<file path="config.mk">
export PLATFORM = sky130hd
export DESIGN_NAME = uart_rx
export DESIGN_NICKNAME = d
export VERILOG_FILES = /design/src/rtl/uart_rx.sv
export SDC_FILE = /design/constraint.sdc
export NUM_CORES = 1
export LEC_CHECK = 0
export CAP_MARGIN = 25
export CORE_ASPECT_RATIO = 0.5
export CORE_MARGIN = 2
export CORE_UTILIZATION = 42
export CTS_CLUSTER_SIZE = 8
export DETAILED_ROUTE_END_ITERATION = 8
export PLACE_DENSITY_LB_ADDON = 0.12
export REMOVE_ABC_BUFFERS = 1
export SYNTH_ARGS = -nofsm -noshare
export SYNTH_HDL_FRONTEND = slang
export SYNTH_SLANG_ARGS = --single-unit
</file>
<file path="constraint.sdc">
create_clock -name clk -period 3 [get_ports clk]
set_clock_uncertainty 0.1 [all_clocks]
set_input_delay 0.45 -clock clk [delete_from_list [all_inputs] [get_ports clk]]
set_output_delay 0.45 -clock clk [all_outputs]
set_load 0.03 [all_outputs]
</file>
<file path="src/rtl/uart_rx.sv">
// UART receiver: 8 data bits LSB first, one parity bit, one stop bit.
// The line is synchronised, sampled mid-bit and decoded by a single FSM.
// Received data and error flags are presented together with a one-cycle
// rx_valid pulse.
module uart_rx #(
    parameter int unsigned CLK_FREQ   = 50_000_000,
    parameter int unsigned BAUD       = 115200,
    parameter bit          PARITY_ODD = 1'b0
) (
    input  logic       clk,
    input  logic       rst,
    input  logic       rx,
    output logic [7:0] rx_data,
    output logic       rx_valid,
    output logic       parity_err,
    output logic       frame_err,
    output logic       busy
);

    // BIT_CYCLES must be at least 4 so that HALF - 1 is a valid count.
    localparam int unsigned BIT_CYCLES = CLK_FREQ / BAUD;
    localparam int unsigned HALF       = BIT_CYCLES / 2;
    localparam int unsigned CW         = $clog2(BIT_CYCLES);

    localparam logic [CW-1:0] BitLast  = CW'(BIT_CYCLES - 1);
    localparam logic [CW-1:0] HalfLast = CW'(HALF - 1);

    typedef enum logic [2:0] {
        StIdle,
        StStart,
        StData,
        StParity,
        StStop,
        StBreak
    } state_e;

    state_e        state;
    logic [CW-1:0] cnt;
    logic [2:0]    bit_idx;
    logic [7:0]    shift;
    logic          par_mis;
    logic          rx_meta;
    logic          rx_s;

    // Two-flop synchroniser, reset to the idle-high line level
    always_ff @(posedge clk or negedge rst) begin
        if (!rst) begin
            rx_meta <= 1'b1;
            rx_s    <= 1'b1;
        end else begin
            rx_meta <= rx;
            rx_s    <= rx_meta;
        end
    end

    // Frame FSM: bit timing, shift register, parity tracking and registered outputs
    always_ff @(posedge clk or negedge rst) begin
        if (!rst) begin
            state      <= StIdle;
            cnt        <= '0;
            bit_idx    <= '0;
            shift      <= '0;
            par_mis    <= 1'b0;
            rx_data    <= 8'h00;
            rx_valid   <= 1'b0;
            parity_err <= 1'b0;
            frame_err  <= 1'b0;
            busy       <= 1'b0;
        end else begin
            rx_valid <= 1'b0;
            case (state)
                StIdle: begin
                    if (!rx_s) begin
                        state <= StStart;
                        cnt   <= '0;
                        busy  <= 1'b1;
                    end
                end

                StStart: begin
                    if (cnt == HalfLast) begin
                        cnt <= '0;
                        if (!rx_s) begin
                            state   <= StData;
                            bit_idx <= '0;
                        end else begin
                            // Line went back high before mid-bit: a glitch, not a start bit
                            state <= StIdle;
                            busy  <= 1'b0;
                        end
                    end else begin
                        cnt <= cnt + 1'b1;
                    end
                end

                StData: begin
                    if (cnt == BitLast) begin
                        cnt     <= '0;
                        shift   <= {rx_s, shift[7:1]};
                        bit_idx <= bit_idx + 1'b1;
                        if (bit_idx == 3'd7) begin
                            state <= StParity;
                        end
                    end else begin
                        cnt <= cnt + 1'b1;
                    end
                end

                StParity: begin
                    if (cnt == BitLast) begin
                        cnt     <= '0;
                        par_mis <= (^shift) ^ PARITY_ODD ^ rx_s;
                        state   <= StStop;
                    end else begin
                        cnt <= cnt + 1'b1;
                    end
                end

                StStop: begin
                    if (cnt == BitLast) begin
                        cnt        <= '0;
                        rx_data    <= shift;
                        rx_valid   <= 1'b1;
                        parity_err <= par_mis;
                        frame_err  <= ~rx_s;
                        if (rx_s) begin
                            state <= StIdle;
                            busy  <= 1'b0;
                        end else begin
                            state <= StBreak;
                        end
                    end else begin
                        cnt <= cnt + 1'b1;
                    end
                end

                StBreak: begin
                    // Wait for the line to return high so a held-low line yields one frame only
                    if (rx_s) begin
                        state <= StIdle;
                        busy  <= 1'b0;
                    end
                end

                default: begin
                    state <= StIdle;
                    busy  <= 1'b0;
                end
            endcase
        end
    end

endmodule
</file>
==> impl_metrics.ini, run 1 <==
[run_status]
status = finished, final reports clean

[placement]
place.port_buffers = 14
dpl_cell_area_mm2 = 0.00208
post-dp-hpwl_um = 2340
placed_cells = 238
gp_congestion = 0.795

[power_and_ir_drop]
powerDensity_mw_per_mm2 = 416
p_clk_share_pct = 41.2
p_seq_share_pct = 57.1
sw_frac_of_total_pct = 22.3
peakVddDrop_uv = 198
p_int_uw = 703
switching_power_uw = 202
comb_power_share_pct = 1.7
total_power_uw = 905
power.leakage_uw = 0.00101

[floorplanning]
core_area_mm2 = 0.00440
row_count = 17
die_y_um = 51.9
dieArea_mm2 = 0.00517
dieWidth_um = 99.7
start_util_pct = 43.7
pin_count = 15

[routing]
num_vias = 1280
first_pass_iters = 4
detail-route-antenna-nets = 0
wirelength_um = 3440
routed_via_density = 5.20
dr_wl_met2_um = 1480
drt_iter0_markers = 93
drc_errors = 0
avgRoutedWirePerCell_um = 14.0
top_layer = met4
drt-met1-wl_um = 1830
met3_length_um = 100

[critical_path]
crit_path_cell_trace = inv_1, ha_1, nor4bb_1, a311o_1, o21ai_2, nor3_2, mux2_4
crit_path_start_kind = register
cp-end-kind = register
cp_slowest_cell = dfrtp_1
crit_fanout = 6
crit_arrival_ps = 2200
required_ps = 3070
path_buf_inv = 1
cp_top_family = compound AO/OA/AOI/OAI gates
slowest_delay_ps = 440
crit_type = register to register

[synth]
ys_ff_latch = 38
avgSynthCellArea_um2 = 11.0
yosysWarnings = 0
yosysMostFrequentCell = dfrtp_1
synth.distinct_cells = 41
ys_top_cells_by_area = dfrtp_1, mux2_2, ha_1, mux2_4, nand2_1
synth_flop_cell = dfrtp_1
synth_edf_count = 0
synth_common_cells = dfrtp_1, mux2_2, nand2_1
synth_cells = 175
yosys.area.top_type = dfrtp_1
netlist_area_mm2 = 0.00192
ys_async_sr_fraction_pct = 100
synth.top_cell.area_share_pct = 46.8
ys_seq_area_share_pct = 49.6

[sta]
setup_viol = 0
worstMarginPinSlew_ps = 853
slew_viol_final = 0
fin_crit_ps = 2130
fin_setup_tns_ps = 0
final_hold_viol_count = 0
whs_ps = 148
max_slew_margin_pct = 43.2
rsz0062_at_grt = no
timing.fmax_ghz = 0.470
fin_crit_sh_pct = 70.9

[min_path]
hold_path.class = primary input to asynchronous set/reset pin

[layout]
final_cells = 246
final_area_mm2 = 0.00217
drive_above_1_share_pct = 21.2
area_growth_pct = 13.1
nNetsFinal = 196
fillCellCount = 416
n_antenna_cell = 0

[global_routing]
gr-total-overflow = 0
grtUsageTotal_pct = 15.0
grt_pass1_vias = 1250
antenna_found_initial = 0
grt_max_degree = 39
grt_pass1_wl_um = 5930

[clocking]
cts.path.max_buffers = 2
post_cts_buffers = 0
clk_pin_slew_ps = 80
cts_repair_resize_count = 0
clk_latency_ps = 290
clockRootBuffer = clkbuf_8
cts_tree = built
postCtsHoldBufs = 0
cts.htree.levels = 2
clock-sinks = 38
cts_made_buffers = 5

[flow_run]
drv_cap = 0
[cells by family (layout without fill, tap and decap cells)]
group	Yosys count	in the layout	share of synthesized area, %
fa+ha+maj	5	5	3.25
buf+inv	17	31	4.36
mux	23	23	14.2
flops	38	38	49.6
simple gates	52	52	14.4
compound gates	32	32	10.5
xor+xnor	8	8	3.64
[final cells by class]
| type | count | area, um^2 | share of cell area [%] |
|---|---|---|---|
| multi-input cells | 120 | 886 | 40.7 |
| flip-flops and latches | 38 | 953 | 43.8 |
| repair buffers | 14 | 135 | 6.21 |
| clock buffers | 6 | 82.6 | 3.80 |
| inverters | 9 | 33.8 | 1.55 |
| clock inverters | 2 | 12.5 | 0.575 |
| well taps | 57 | 71.3 | 3.28 |
[layout by cell type, fill, tap and decap left out, drive strengths merged, types with 2 or more instances in the layout]
cell / instances
nor2b: 2
nand2: 17
and3: 2
nand2b: 2
o21ai: 11
xor2: 2
o211ai: 2
nand4: 2
a21oi: 8
mux2: 22
a31oi: 4
nor3: 5
a21o: 2
dfstp: 2
nand3: 3
clkbuf: 6
ha: 5
inv: 9
xnor2: 6
nor2: 14
clkdlybuf4s50: 13
dfrtp: 36
[power by group through the flow]
stage | clock network [uW] | logic (uW) | registers [uW]
4_1_cts | 384 | 16.6 | 516
5_1_grt | 405 | 18.8 | 517
3_3_place_gp | 0 | 16.5 | 526
3_5_place_dp | 0 | 16.7 | 527
6_report | 373 | 15.5 | 516
2_1_floorplan | 0 | 3.64 | 526
[per-layer routing]
metal / track usage, % / vias to the layer above
li1: - / 635
met1: 20.9 / 625
met2: 22.7 / 16
met3: 4.44 / 4
met4: 4.79 / 0
met5: 0 / -
[registers in the layout, summed over array words and instances (netlist names)]
signal	flops
rx_data	8
rx_meta	1
rx_s	1
shift	8
state	3
par_mis	1
frame_err	1
bit_idx	3
busy	1
rx_valid	1
cnt	9
parity_err	1
[worst paths after layout]
check | start | end | slack, ps | cells past startpoint
min | rst | cnt[3] | 150 | 1
max | cnt[0] | busy | 870 | 7
min reg2reg | rx_meta | rx_s | 260 | 0
max reg2reg | cnt[0] | busy | 870 | 7
max in group asynchronous | rst | rx_data[2] | 2100 | 1
min in group clk | rx_meta | rx_s | 260 | 0
[through the flow]
| stage | utilization (%) | setup WS (ps) |
|---|---|---|
| 5_1_grt | 49.4 | 747 |
| 2_1_floorplan | - | 1080 |
| 3_3_place_gp | 47.2 | 871 |
| 6_report | 49.4 | 872 |
| 3_5_place_dp | 47.2 | 910 |
| 4_1_cts | 49.4 | 891 |
(Power assumes the default switching activity.)
==> run 2: changes to the inputs <==
==> constraint.sdc (replaced) <==
create_clock -name clk -period 1.9 [get_ports clk]
set_clock_uncertainty 0.1 [all_clocks]
set_input_delay 0.285 -clock clk [delete_from_list [all_inputs] [get_ports clk]]
set_output_delay 0.285 -clock clk [all_outputs]
set_load 0.03 [all_outputs]
==> run 2 against run 1 <==
Net effect: the run now ends with negative setup slack left; flip-flop and latch count is the same; cell count up 7.3%; critical path depth unchanged; power rose by 85%; largest cell class is now multi-input combinational cells.
==> impl_metrics.ini, run 2 (synthesis gave the netlist of run 1 again) <==
[sta]
fin_crit_sh_pct = 100
max_slew_margin_pct = 67.6
setup_viol = 4
timing.fmax_ghz = 0.524
whs_ps = 259
setup_ws_ps = -9.45
slew_viol_final = 0
fin_crit_ps = 1910
worstMarginPinSlew_ps = 485
rsz0062_at_grt = yes
final_hold_viol_count = 0

[min_path]
hold_path.class = register to register

[run_status]
status = finished, violations left
violations = negative setup slack

[clocking]
cts.htree.levels = 2
clk_latency_ps = 290
cts_tree = built
cts_made_buffers = 5
clockRootBuffer = clkbuf_8
clock-sinks = 38
clk_pin_slew_ps = 80
cts.path.max_buffers = 2

[layout]
final_common_cell = dfrtp_1
drive_above_1_share_pct = 32.9
final_area_mm2 = 0.00247
nNetsFinal = 214
largest_reg_flops = 9
area_growth_pct = 28.4
fillCellCount = 364
utilization_pct = 56.1
regMostFlops = cnt
reg_top3 = cnt (9), rx_data (8), shift (8)
final_cell_mix = dfrtp_1, mux2_2, nand2_1
n_antenna_cell = 0

[floorplanning]
die_y_um = 51.9
pin_count = 15
core_area_mm2 = 0.00440
row_count = 17
dieArea_mm2 = 0.00517
dieWidth_um = 99.7
start_util_pct = 43.7

[critical_path]
crit_path_cell_trace = inv_2, ha_2, nand4bb_4, o21ai_2, o211ai_1, nor2_4, mux2_4
crit_path_start_kind = register
cp_top_family = flip-flops
slowest_delay_ps = 390
crit_fanout = 6
crit_arrival_ps = 1990
cp-end-kind = register
crit_type = register to register
cp_slowest_cell = dfrtp_1
required_ps = 1980
path_buf_inv = 1

[routing]
routed_via_density = 5.12
num_vias = 1352
drt_iter0_markers = 50
drc_errors = 0
detail-route-antenna-nets = 0
avgRoutedWirePerCell_um = 14.7
first_pass_iters = 4
wirelength_um = 3870

[global_routing]
antenna_found_initial = 0
grtUsageTotal_pct = 17.0
gr-total-overflow = 0
grt_pass1_vias = 1349
grt_pass1_wl_um = 6610
grt_max_degree = 21

[power_and_ir_drop]
total_power_uw = 1680
power.leakage_uw = 0.00114
powerDensity_mw_per_mm2 = 680
peakVddDrop_uv = 406

[placement]
gp_congestion = 0.878
preCtsSetupSlack_ps = -123
post-dp-hpwl_um = 2640
dpl_cell_area_mm2 = 0.00221
place.port_buffers = 14

[flow_run]
drv_cap = 0
run 2: cell count changes in the layout (fill, tap and decap cells not counted), moves of 2 or more:
cell       delta
buf_4        +13
o21ai_0       -4
o21ai_1       +3
a21oi_1       -2
a21oi_2       +2
buf_12        +2
buf_6         +2
bufinv_16     +2
ha_1          -2
nor3_1        -2
nor3_2        +2
run 2: per-stage QoR:
step,cells,TNS [ps]
after floorplan,167,-71.1
after global placement,252,-97.1
after detailed placement,252,-629
after CTS,264,0
after global routing,264,-1540
final,264,-22.6
run 2: path summary, 6_finish.rpt:
path	startpoint	end	slack, ps	cells past startpoint
min in group asynchronous	rst	cnt[5]	370	2
setup reg to reg	cnt[1]	state[2]	-9	7
setup / recovery	cnt[1]	state[2]	-9	7
hold reg to reg	rx_meta	rx_s	260	0
max in group asynchronous	rst	shift[1]	860	3
hold / removal	rx_meta	rx_s	260	0
run 2: final cells by class:
type | instances | area (um^2) | share of cell area [%]
flip-flops and latches | 38 | 953 | 38.6
clock inverters | 3 | 68.8 | 2.79
inverters | 9 | 33.8 | 1.37
multi-input cells | 120 | 967 | 39.2
repair buffers | 32 | 305 | 12.4
well taps | 57 | 71.3 | 2.89
clock buffers | 5 | 68.8 | 2.79
run 2: layer usage:
metal  track usage [%]  wire length, um  vias up
met5                 0                0        -
met4              6.39               24        0
met3              4.44               88        5
met2              26.1             1840       15
met1              23.2             1920      665
li1                  -                -      667
run 2: report_power, final:
part	internal, uW	switching, uW
logic	10.8	20.5
registers	812	3.63
clock network	526	304
total	1350	329
run 2: worst register-to-register path, cell delays in order, from the launching register on:
cell       delay, ps
dfrtp_1          390
inv_2             90
ha_2             210
nand4bb_4        210
o21ai_2          170
o211ai_1         150
nor2_4           160
mux2_4           310
run 2: what timing repair did:
| action | CTS | global route |
|---|---|---|
| endpoints found under the setup margin | 13 | 19 |
| setup buffers | 3 | 1 |
| gates resized for setup | 6 | 16 |
| hold buffers | 1 | 0 |
| pin swaps | 4 | 8 |
| endpoints found under the hold margin | 16 | 0 |
